File: src/rtl/phase_sequencer_pkg.sv
// Shared types and constants for the phase sequencer.
package phase_sequencer_pkg;

  typedef enum logic [1:0] {
    ST_RUN    = 2'd0,
    ST_HALTED = 2'd1,
    ST_STEP   = 2'd2
  } state_e;

  localparam int unsigned HALT_IMMEDIATE     = 0;
  localparam int unsigned HALT_BOUNDARY      = 1;
  localparam int unsigned DEFAULT_NUM_PHASES = 3;

endpackage

File: src/rtl/phase_sequencer_ring.sv
// Phase index ring: holds the next phase to emit, decodes it one-hot and
// flags the first and last phase of a machine cycle.
module phase_ring
  import phase_sequencer_pkg::*;
#(
  parameter int unsigned NUM_PHASES = DEFAULT_NUM_PHASES
) (
  input  logic                  clk,
  input  logic                  reset,
  input  logic                  adv,
  output logic [NUM_PHASES-1:0] onehot,
  output logic                  last,
  output logic                  at_first
);

  localparam int unsigned IW = $clog2(NUM_PHASES);

  logic [IW-1:0] idx_q, idx_d;

  // Wrap/first detect and one-hot decode of the current index.
  always_comb begin
    last     = (idx_q == IW'(NUM_PHASES - 1));
    at_first = (idx_q == '0);
    onehot   = '0;
    for (int unsigned i = 0; i < NUM_PHASES; i++) begin
      onehot[i] = (idx_q == IW'(i));
    end
  end

  // Next index: advance on emit, wrapping after the last phase.
  always_comb begin
    idx_d = idx_q;
    if (adv) begin
      idx_d = last ? '0 : idx_q + 1'b1;
    end
  end

  // Index register.
  always_ff @(posedge clk) begin
    if (reset) begin
      idx_q <= '0;
    end else begin
      idx_q <= idx_d;
    end
  end

endmodule

File: src/rtl/phase_sequencer.sv
// Multi-phase clock-enable generator with boundary/immediate halting,
// single-cycle stepping and a completed-cycle counter.
module phase_sequencer
  import phase_sequencer_pkg::*;
#(
  parameter int unsigned NUM_PHASES = DEFAULT_NUM_PHASES,
  parameter int unsigned HALT_MODE  = HALT_BOUNDARY,
  parameter int unsigned CNT_W      = 16
) (
  input  logic                  clk,
  input  logic                  reset,
  input  logic                  halt,
  input  logic                  step,
  output logic [NUM_PHASES-1:0] phase,
  output logic                  cycle_done,
  output logic [CNT_W-1:0]      cycle_count,
  output logic                  halted
);

  state_e                  state_q, state_d;
  logic [NUM_PHASES-1:0]   phase_q, phase_d;
  logic                    cycle_done_q, cycle_done_d;
  logic [CNT_W-1:0]        cycle_count_q, cycle_count_d;
  logic                    halted_q, halted_d;

  logic                    emit;
  logic [NUM_PHASES-1:0]   ring_onehot;
  logic                    ring_last;
  logic                    ring_first;

  phase_ring #(
    .NUM_PHASES(NUM_PHASES)
  ) u_ring (
    .clk      (clk),
    .reset    (reset),
    .adv      (emit),
    .onehot   (ring_onehot),
    .last     (ring_last),
    .at_first (ring_first)
  );

  // Next-state, emit decision and registered output values.
  always_comb begin
    state_d = state_q;
    emit    = 1'b0;
    unique case (state_q)
      ST_RUN: begin
        if (!halt) begin
          emit = 1'b1;
        end else if (HALT_MODE == HALT_IMMEDIATE || ring_first) begin
          state_d = ST_HALTED;
        end else begin
          emit = 1'b1;
        end
      end
      ST_HALTED: begin
        if (!halt) begin
          emit    = 1'b1;
          state_d = ST_RUN;
        end else if (step) begin
          emit    = 1'b1;
          state_d = ST_STEP;
        end
      end
      ST_STEP: begin
        emit = 1'b1;
        if (!halt) begin
          state_d = ST_RUN;
        end else if (ring_last) begin
          state_d = ST_HALTED;
        end
      end
      default: state_d = ST_RUN;
    endcase

    phase_d       = emit ? ring_onehot : '0;
    cycle_done_d  = emit && ring_last;
    cycle_count_d = (emit && ring_last) ? cycle_count_q + 1'b1 : cycle_count_q;
    halted_d      = (state_d == ST_HALTED);
  end

  // State and output registers with synchronous reset.
  always_ff @(posedge clk) begin
    if (reset) begin
      state_q       <= ST_RUN;
      phase_q       <= '0;
      cycle_done_q  <= 1'b0;
      cycle_count_q <= '0;
      halted_q      <= 1'b0;
    end else begin
      state_q       <= state_d;
      phase_q       <= phase_d;
      cycle_done_q  <= cycle_done_d;
      cycle_count_q <= cycle_count_d;
      halted_q      <= halted_d;
    end
  end

  assign phase       = phase_q;
  assign cycle_done  = cycle_done_q;
  assign cycle_count = cycle_count_q;
  assign halted      = halted_q;

endmodule

File: config.mk
export PLATFORM = sky130hd
export DESIGN_NAME = phase_sequencer
export DESIGN_NICKNAME = d
export VERILOG_FILES = /design/src/rtl/phase_sequencer_pkg.sv /design/src/rtl/phase_sequencer_ring.sv /design/src/rtl/phase_sequencer.sv
export SDC_FILE = /design/constraint.sdc
export NUM_CORES = 1
export LEC_CHECK = 0
export ABC_AREA = 1
export BUFFER_PORTS_ARGS = -buffer_cell sky130_fd_sc_hd__buf_2
export CAP_MARGIN = 10
export CORE_MARGIN = 2
export CORE_UTILIZATION = 57
export DETAILED_ROUTE_END_ITERATION = 10
export GPL_ROUTABILITY_DRIVEN = 0
export PLACE_DENSITY = 0.92
export REMOVE_ABC_BUFFERS = 1
export SLEW_MARGIN = 20
export SYNTH_ARGS = -nofsm -noshare
export SYNTH_HDL_FRONTEND = slang
export SYNTH_HIERARCHICAL = 1
export SYNTH_SLANG_ARGS = --single-unit
File: constraint.sdc
create_clock -name clk -period 1.9 [get_ports clk]
set_input_delay 0.285 -clock clk [delete_from_list [all_inputs] [get_ports clk]]
set_output_delay 0.285 -clock clk [all_outputs]
set_load 0.05 [all_outputs]
==> metrics.log, run 1 <==
INFO  metric status = complete, no violations
INFO  metric worst_ep_required_time = 2130 ps
INFO  metric netlist_instances = 177
INFO  metric endpoint_kind = flip-flop
INFO  metric timing.hold.worst.class = primary input to flip-flop
INFO  metric maxSlewHeadroom = 67.50%
INFO  metric grt_antenna_before_repair = 0
INFO  metric cts_resized = 0
INFO  metric cts_max_level = 1
INFO  metric synth_edf_count = 0
INFO  metric remaining_drc_errors = 0
INFO  metric worst_path_max_delay_cell = dfxtp_1
INFO  metric grt_pass1_wl = 3857 um
INFO  metric dpl-instance-area = 0.001379 sq mm
INFO  metric die_width = 51.09 um
INFO  metric cts_tree = built
INFO  metric tritoncts_num_sinks = 25
INFO  metric worst_skew_pair.late_latency = 310 ps
INFO  metric grt.total_usage = 19.39%
INFO  metric worst_clk_skew = 5.850 ps
INFO  metric max_clock_freq = 645.5 MHz
INFO  metric area.growth.synth_to_final = 11.19%
INFO  metric stdcell_area = 0.001405 sq mm
INFO  metric regToRegStartpoint = cycle_count[0]
INFO  metric first_global_vias = 942
INFO  metric postCtsSetupBuffers = 0
INFO  metric rsz0062_at_grt = no
INFO  metric fp-row-count = 17
INFO  metric hp-start = reset
INFO  metric fin_crit_sh = 81.53%
INFO  metric initial_utilization = 58.82%
INFO  metric ys_async_sr_fraction = 0%
INFO  metric wl = 2345 um
INFO  metric cp_slowest_stage_delay = 420 ps
INFO  metric crit_arrival = 1780 ps
INFO  metric most_frequent_cells_after_synthesis = nor2_1 (46), nand2_1 (40), dfxtp_1 (25)
INFO  metric share_of_layout_cells_above_drive_strength_1 = 23.88%
INFO  metric final_max_slew_viol_count = 0
INFO  metric post-synth-top-count-cell = nor2_1
INFO  metric finish.net_count = 207
INFO  metric grt_start_max_net_pins = 17
INFO  metric postSynthAreaPerCell = 7.140 sq um
INFO  metric final_worst_path_period_need = 1549 ps
INFO  metric actual_slew_at_the_worst_max_slew_pin = 486.9 ps
INFO  metric detailedRoute.firstPassIterationCount = 4
INFO  metric via_count = 1,140
INFO  metric postLayoutCoreUtil = 65.40%
INFO  metric postSynth.topFlopCell = dfxtp_1
INFO  metric ff_latch_count_synth = 25
INFO  metric r2r_setup_slack = 350 ps
INFO  metric static-leakage-power = 0.6202 nW
INFO  metric ys.warnings.count = 6
INFO  metric clock_transition_at_the_register_clock_pins_on_the_worst_setup_and_hold_paths_after_cts = 130 ps
INFO  metric final.setup.tns = 0 ps
INFO  metric post_synthesis_instance_area = 0.001264 sq mm
INFO  metric worstSetupPathType = flip-flop to flip-flop
INFO  metric power.density_cell_area = 836.8 mW/mm^2
INFO  metric synth.top_cells.by_area = dfxtp_1 (40%), nor2_1 (14%), nand2_1 (12%)
INFO  metric cts_root_buf = clkbuf_4
INFO  metric report.final.hold_viol_count = 0
INFO  metric die_height = 51.09 um
INFO  metric final_count_of_negative_setup_slack_endpoints = 0
INFO  metric min_to = cycle_count[1]
INFO  metric clock_path_buffers = 2
INFO  metric synth_top_area_share = 39.60%
INFO  metric synthDistinctLibCells = 26
INFO  metric fp.dieArea = 0.002610 sq mm
INFO  metric seq_area_frac_synth = 39.60%
INFO  metric cp_cell_sequence = ha_1, nand3_1, inv_1, nand3_1, nor2_1, nand3_1, nand2_1, nor2_1
INFO  metric crit_family = simple AND/OR/NAND/NOR gates
INFO  metric place.detailed.hpwl = 1733 um
INFO  metric cp_common_cell = nand3_1
INFO  metric cts_hold_repair.buffers = 0
INFO  metric critical_path_fanouts_max = 5
INFO  metric routed_wire_length_per_instance = 10.24 um
INFO  metric gr-total-overflow = 0
INFO  metric route.detailed.vias_per_inst = 4.978
INFO  metric peakVddDrop = 0.7371 mV
INFO  metric crit_buf_inv = 1
INFO  metric detailedRoute.firstIterationViolations = 28
INFO  metric max_cap_viol_count = 0
INFO  metric r2r-end = cycle_count[14]
INFO  metric postRouteAntennaNets = 0
INFO  metric floorplan.core_area = 0.002148 sq mm
INFO  metric sort_of_element_at_the_start_of_the_critical_path = flip-flop
INFO  metric synth.largest_area_cell = dfxtp_1
INFO  metric hold_depth = 2
INFO  metric port_buffers = 24
INFO  metric num_antenna_cells = 0
INFO  metric numCtsBuffers = 3
INFO  metric design.portCount = 25
INFO  metric r2r.worst_path.cells = 8
-- where the power goes --
part	internal [W]	leakage, nW	switching, W	total (W)
logic	0.0000907	0.402	0.000256	0.000347
registers	0.000566	0.203	0.0000311	0.000597
clock network	0.0000820	0.0150	0.000150	0.000232
total	0.000739	0.620	0.000437	0.00118
-- through the flow --
| step | hold WS [ps] | total power [W] | worst slack [ps] | cells |
|---|---|---|---|---|
| floorplan | 347.4 | 0.0008882 | 145.9 | 173 |
| finish | 198.2 | 0.001176 | 350.9 | 229 |
| global route | 188.1 | 0.001241 | 198.9 | 229 |
| detailed placement | 499.9 | 0.0009557 | 406.0 | 225 |
| CTS | 195.4 | 0.001182 | 360.0 | 229 |
| global placement | 498.4 | 0.0009473 | 437.9 | 225 |
-- placed cells by master (no fill, tap or decap), types with 3 or more instances in the layout --
master / Yosys / layout
nor2_1: 46 / 46
nand2_1: 40 / 40
dfxtp_1: 25 / 25
buf_2: 1 / 24
inv_1: 16 / 16
nand3_1: 13 / 13
a21oi_2: 9 / 9
nor2_2: 4 / 4
clkbuf_4: 0 / 3
-- worst reg2reg max path: cells and delay by family, from the launching register on --
kind          cells  cell delay (ps)
flops             1              420
simple gates      6              640
buf+inv           1              160
fa+ha+maj         1              230
-- metal layers --
metal	track usage [%]	part of all wire, %	vias to the layer above
met1	24.21	48	501
met3	3.801	4.6	4
met2	31.82	47	31
met4	9.459	1.2	0
li1	-	-	604
met5	0	0	-
-- cell families (layout without fill, tap and decap cells) --
family,after synthesis,count (layout),synth area share [%]
buf+inv,21,45,8.217
xor+xnor,1,1,0.6932
simple gates,114,114,41.68
flops,25,25,39.60
fa+ha+maj,1,1,0.9899
compound gates,15,15,8.812
-- cell type report --
cell class                      count  area (sq um)
Tap cell                           28         35.03
Timing Repair Buffer               24         120.1
Multi-Input combinational cell    131         659.4
Sequential cell                    25         500.5
Clock buffer                        4         26.28
Fill cell                         203         743.2
Inverter                           17         63.81
-- worst max-delay path by stage --
stage	start	end	slack, ps	depth (start not counted)
after CTS	cycle_count[0]	cycle_count[14]	360	8
after global placement	cycle_count[0]	cycle_count[14]	440	8
after global routing	cycle_count[0]	cycle_count[14]	200	8
final	cycle_count[0]	cycle_count[14]	350	8
after floorplan	cycle_count[0]	cycle_count[14]	150	8
after detailed placement	cycle_count[0]	cycle_count[14]	410	8
-- flip-flops by register name (all words and copies together), names as in the netlist --
register	flops
cycle_count	16
cycle_done	1
halted	1
phase	3
state_q	2
u_ring/idx_q	2
Note: power is estimated with default switching activity, not from simulation.
==> inputs of run 2 (changes only) <==
--- a/config.mk
+++ b/config.mk
@@ -5,14 +5,14 @@
 export SDC_FILE = /design/constraint.sdc
 export NUM_CORES = 1
 export LEC_CHECK = 0
-export ABC_AREA = 1
+export ABC_AREA = 0
 export BUFFER_PORTS_ARGS = -buffer_cell sky130_fd_sc_hd__buf_2
 export CAP_MARGIN = 10
 export CORE_MARGIN = 2
-export CORE_UTILIZATION = 57
+export CORE_UTILIZATION = 53
 export DETAILED_ROUTE_END_ITERATION = 10
 export GPL_ROUTABILITY_DRIVEN = 0
-export PLACE_DENSITY = 0.92
+export PLACE_DENSITY = 0.88
 export REMOVE_ABC_BUFFERS = 1
 export SLEW_MARGIN = 20
 export SYNTH_ARGS = -nofsm -noshare
==> constraint.sdc (replaced) <==
create_clock -name clk -period 1.61 [get_ports clk]
set_input_delay 0.2415 -clock clk [delete_from_list [all_inputs] [get_ports clk]]
set_output_delay 0.2415 -clock clk [all_outputs]
set_load 0.05 [all_outputs]
==> metrics.log, run 2 <==
INFO  metric status = complete, but fails checks (was complete, no violations)
INFO  metric violations = setup timing
INFO  metric most_frequent_cells_after_synthesis = dfxtp_1 (25), a21oi_1 (15), o31ai_1 (8), or4_1 (8), nand2_1 (7) (was nor2_1 (46), nand2_1 (40), dfxtp_1 (25))
INFO  metric report.final.hold_viol_count = 0 (unchanged)
INFO  metric ys_async_sr_fraction = 0% (unchanged)
INFO  metric cts_hold_repair.buffers = 0 (unchanged)
INFO  metric timing.hold.worst.class = primary input to flip-flop (unchanged)
INFO  metric fp.dieArea = 0.002661 sq mm (was 0.002610 sq mm)
INFO  metric power = 0.001291 W (was 0.001176 W)
INFO  metric clock_transition_at_the_register_clock_pins_on_the_worst_setup_and_hold_paths_after_cts = 140 ps (was 130 ps)
INFO  metric final.setup.worst_slack = -0.5733 ps (was 350.9 ps)
INFO  metric synth.top_cells.by_area = dfxtp_1 (42%), a21oi_1 (6.3%), o31ai_1 (5.0%) (was dfxtp_1 (40%), nor2_1 (14%), nand2_1 (12%))
INFO  metric fp-row-count = 17 (unchanged)
INFO  metric power_frac_comb = 25.5% (was 29.5%)
INFO  metric gr-total-overflow = 0 (unchanged)
INFO  metric critical_path_fanouts_max = 5 (unchanged)
INFO  metric via_count = 1,147 (was 1,140)
INFO  metric internal_power = 0.0008776 W (was 0.0007388 W)
INFO  metric crit_buf_inv = 1 (unchanged)
INFO  metric static-leakage-power = 0.6262 nW (was 0.6202 nW)
INFO  metric grt.total_usage = 21.92% (was 19.39%)
INFO  metric pwr-share-clk = 22.1% (was 19.7%)
INFO  metric cp_slowest_stage_delay = 440 ps (was 420 ps)
INFO  metric crit_family = simple AND/OR/NAND/NOR gates (unchanged)
INFO  metric area.growth.synth_to_final = 30.87% (was 11.19%)
INFO  metric cts_tree = built (unchanged)
INFO  metric ff_latch_count_synth = 25 (unchanged)
INFO  metric worst_skew_pair.late_latency = 320 ps (was 310 ps)
INFO  metric worst_path_max_delay_cell = or4_1 (was dfxtp_1)
INFO  metric grt_antenna_before_repair = 0 (unchanged)
INFO  metric seq_area_frac_synth = 41.71% (was 39.60%)
INFO  metric postRouteAntennaNets = 0 (unchanged)
INFO  metric postSynthAreaPerCell = 9.448 sq um (was 7.140 sq um)
INFO  metric layout.cells.most_common = buf_2 (was nor2_1)
INFO  metric numCtsBuffers = 3 (unchanged)
INFO  metric synth.largest_area_cell = dfxtp_1 (unchanged)
INFO  metric sort_of_element_at_the_start_of_the_critical_path = flip-flop (unchanged)
INFO  metric final.hold.worst_slack = 237.6 ps (was 198.2 ps)
INFO  metric worst_clk_skew = 4.826 ps (was 5.850 ps)
INFO  metric share_of_layout_cells_above_drive_strength_1 = 44.17% (was 23.88%)
INFO  metric floorplan.core_area = 0.002170 sq mm (was 0.002148 sq mm)
INFO  metric rsz0062_at_grt = yes (was no)
INFO  metric post_place_cells = 181 (was 225)
INFO  metric netlist_instances = 127 (was 177)
INFO  metric max_ffs_per_register = 16 (unchanged)
INFO  metric layout_common_cells = buf_2 (24), dfxtp_1 (21), buf_4 (13), a21oi_1 (10), nand2_1 (7) (was nor2_1 (46), nand2_1 (40), dfxtp_1 (25), buf_2 (24), inv_1 (16))
INFO  metric detailedRoute.firstPassIterationCount = 5 (was 4)
INFO  metric grt_pass1_wl = 4512 um (was 3857 um)
INFO  metric cp_cell_sequence = nor2b_4, a21boi_4, buf_6, nand4b_4, or4_1, a21oi_2 (was ha_1, nand3_1, inv_1, nand3_1, nor2_1, nand3_1, nand2_1, nor2_1)
INFO  metric power_switching_share = 32.01% (was 37.17%)
INFO  metric place.detailed.hpwl = 1747 um (was 1733 um)
INFO  metric final_cell_count_no_fill = 191 (was 229)
INFO  metric post_synthesis_instance_area = 0.001200 sq mm (was 0.001264 sq mm)
INFO  metric crit_arrival = 1870 ps (was 1780 ps)
INFO  metric worst_ep_required_time = 1870 ps (was 2130 ps)
INFO  metric design.portCount = 25 (unchanged)
INFO  metric postSynth.topFlopCell = dfxtp_1 (unchanged)
INFO  metric die_width = 51.58 um (was 51.09 um)
INFO  metric share_seq_of_total_power = 52.4% (was 50.8%)
INFO  metric endpoint_kind = flip-flop (unchanged)
INFO  metric maxSlewHeadroom = 69.21% (was 67.50%)
INFO  metric wl = 3076 um (was 2345 um)
INFO  metric detailedRoute.firstIterationViolations = 33 (was 28)
INFO  metric final_worst_path_period_need = 1611 ps (was 1549 ps)
INFO  metric num_antenna_cells = 0 (unchanged)
INFO  metric route.detailed.vias_per_inst = 6.005 (was 4.978)
INFO  metric max_clock_freq = 620.9 MHz (was 645.5 MHz)
INFO  metric first_global_vias = 1,052 (was 942)
INFO  metric synth_top_area_share = 41.71% (was 39.60%)
INFO  metric synth_edf_count = 0 (unchanged)
INFO  metric postLayoutCoreUtil = 72.38% (was 65.40%)
INFO  metric cts_max_level = 1 (unchanged)
INFO  metric ys.warnings.count = 6 (unchanged)
INFO  metric cts_root_buf = clkbuf_4 (unchanged)
INFO  metric clock_path_buffers = 2 (unchanged)
INFO  metric power.density_cell_area = 822.0 mW/mm^2 (was 836.8 mW/mm^2)
INFO  metric fin_crit_sh = 100.0% (was 81.53%)
INFO  metric final_max_slew_viol_count = 0 (unchanged)
INFO  metric peakVddDrop = 0.4617 mV (was 0.7371 mV)
INFO  metric max_cap_viol_count = 0 (unchanged)
INFO  metric die_height = 51.58 um (was 51.09 um)
INFO  metric remaining_drc_errors = 0 (unchanged)
INFO  metric worstSetupPathType = flip-flop to flip-flop (unchanged)
INFO  metric p_switching = 0.0004131 W (was 0.0004370 W)
INFO  metric post-synth-top-count-cell = dfxtp_1 (was nor2_1)
INFO  metric grt_start_max_net_pins = 24 (was 17)
INFO  metric initial_utilization = 55.31% (was 58.82%)
INFO  metric finish.net_count = 169 (was 207)
INFO  metric port_buffers = 24 (unchanged)
INFO  metric actual_slew_at_the_worst_max_slew_pin = 461.9 ps (was 486.9 ps)
INFO  metric synthDistinctLibCells = 38 (was 26)
INFO  metric tritoncts_num_sinks = 25 (unchanged)
INFO  metric routed_wire_length_per_instance = 16.10 um (was 10.24 um)
INFO  metric final_count_of_negative_setup_slack_endpoints = 1 (was 0)
-- run 2: cell type report --
type | count | area (sq um)
clock buffer | 3 | 22.52
tap | 28 | 35.03
inverter | 2 | 7.507
fill | 152 | 599.3
clock inverter | 1 | 5.005
sequential | 25 | 505.5
multi-input combinational | 92 | 743.2
timing repair buffer | 40 | 251.5
-- run 2: stage by stage --
stage | setup WS, ps | cell area (sq um) | setup TNS (ps)
floorplan | -241.3 | 1136 | -2253
global placement | -30.99 | 1374 | -171.5
detailed placement | -97.82 | 1374 | -576.9
CTS | 1.710 | 1476 | 0
global route | -81.65 | 1570 | -514.0
finish | -0.5733 | 1570 | -0.5733
-- run 2: worst paths after layout --
check / startpoint / endpoint / slack [ps] / depth (start not counted)
worst max-delay path: u_ring/idx_q[1] / cycle_count[7] / -0.6 / 6
worst min register to register: cycle_count[15] / cycle_count[15] / 510 / 2
worst max register to register: u_ring/idx_q[1] / cycle_count[7] / -0.6 / 6
worst min-delay path: halt / state_q[1] / 240 / 2
-- run 2: logic make-up (layout without fill, tap and decap cells) --
family / after synthesis / in the layout / synth area share, %
compound gates: 31 / 31 / 15.54
buf+inv: 11 / 46 / 5.943
mux: 3 / 3 / 2.607
xor+xnor: 2 / 2 / 1.460
fa+ha+maj: 1 / 1 / 1.043
simple gates: 54 / 55 / 31.70
flops: 25 / 25 / 41.71
-- run 2: metal layers --
metal	share of wire, %	vias up	track usage (%)
li1	-	551	-
met1	44	546	28.26
met2	50	42	38.46
met3	4.6	8	1.724
met4	1.6	0	7.456
met5	0	-	0
-- run 2: worst register-to-register path, delay by kind of cell (launching register included) --
family,cells,cell delay (ps)
AND/OR/NAND/NOR,3,710
flip-flops,1,350
AO/OA/AOI/OAI,2,350
buffers and inverters,1,150
-- run 2: repair_timing --
item / CTS / global route
endpoints found under the setup margin: 10 / 15
gates resized for setup: 11 / 18
pin swaps: 12 / 6
gates cloned: 1 / 0
buffers inserted: 2 / 3
-- run 2: power by group through the flow --
| stage | clock network (W) | logic [W] | registers (W) |
|---|---|---|---|
| finish | 0.000286 | 0.000329 | 0.000676 |
| global route | 0.000320 | 0.000353 | 0.000679 |
| CTS | 0.000288 | 0.000298 | 0.000674 |
| detailed placement | 0 | 0.000269 | 0.000682 |
| global placement | 0 | 0.000256 | 0.000681 |
| floorplan | 0 | 0.000113 | 0.000751 |
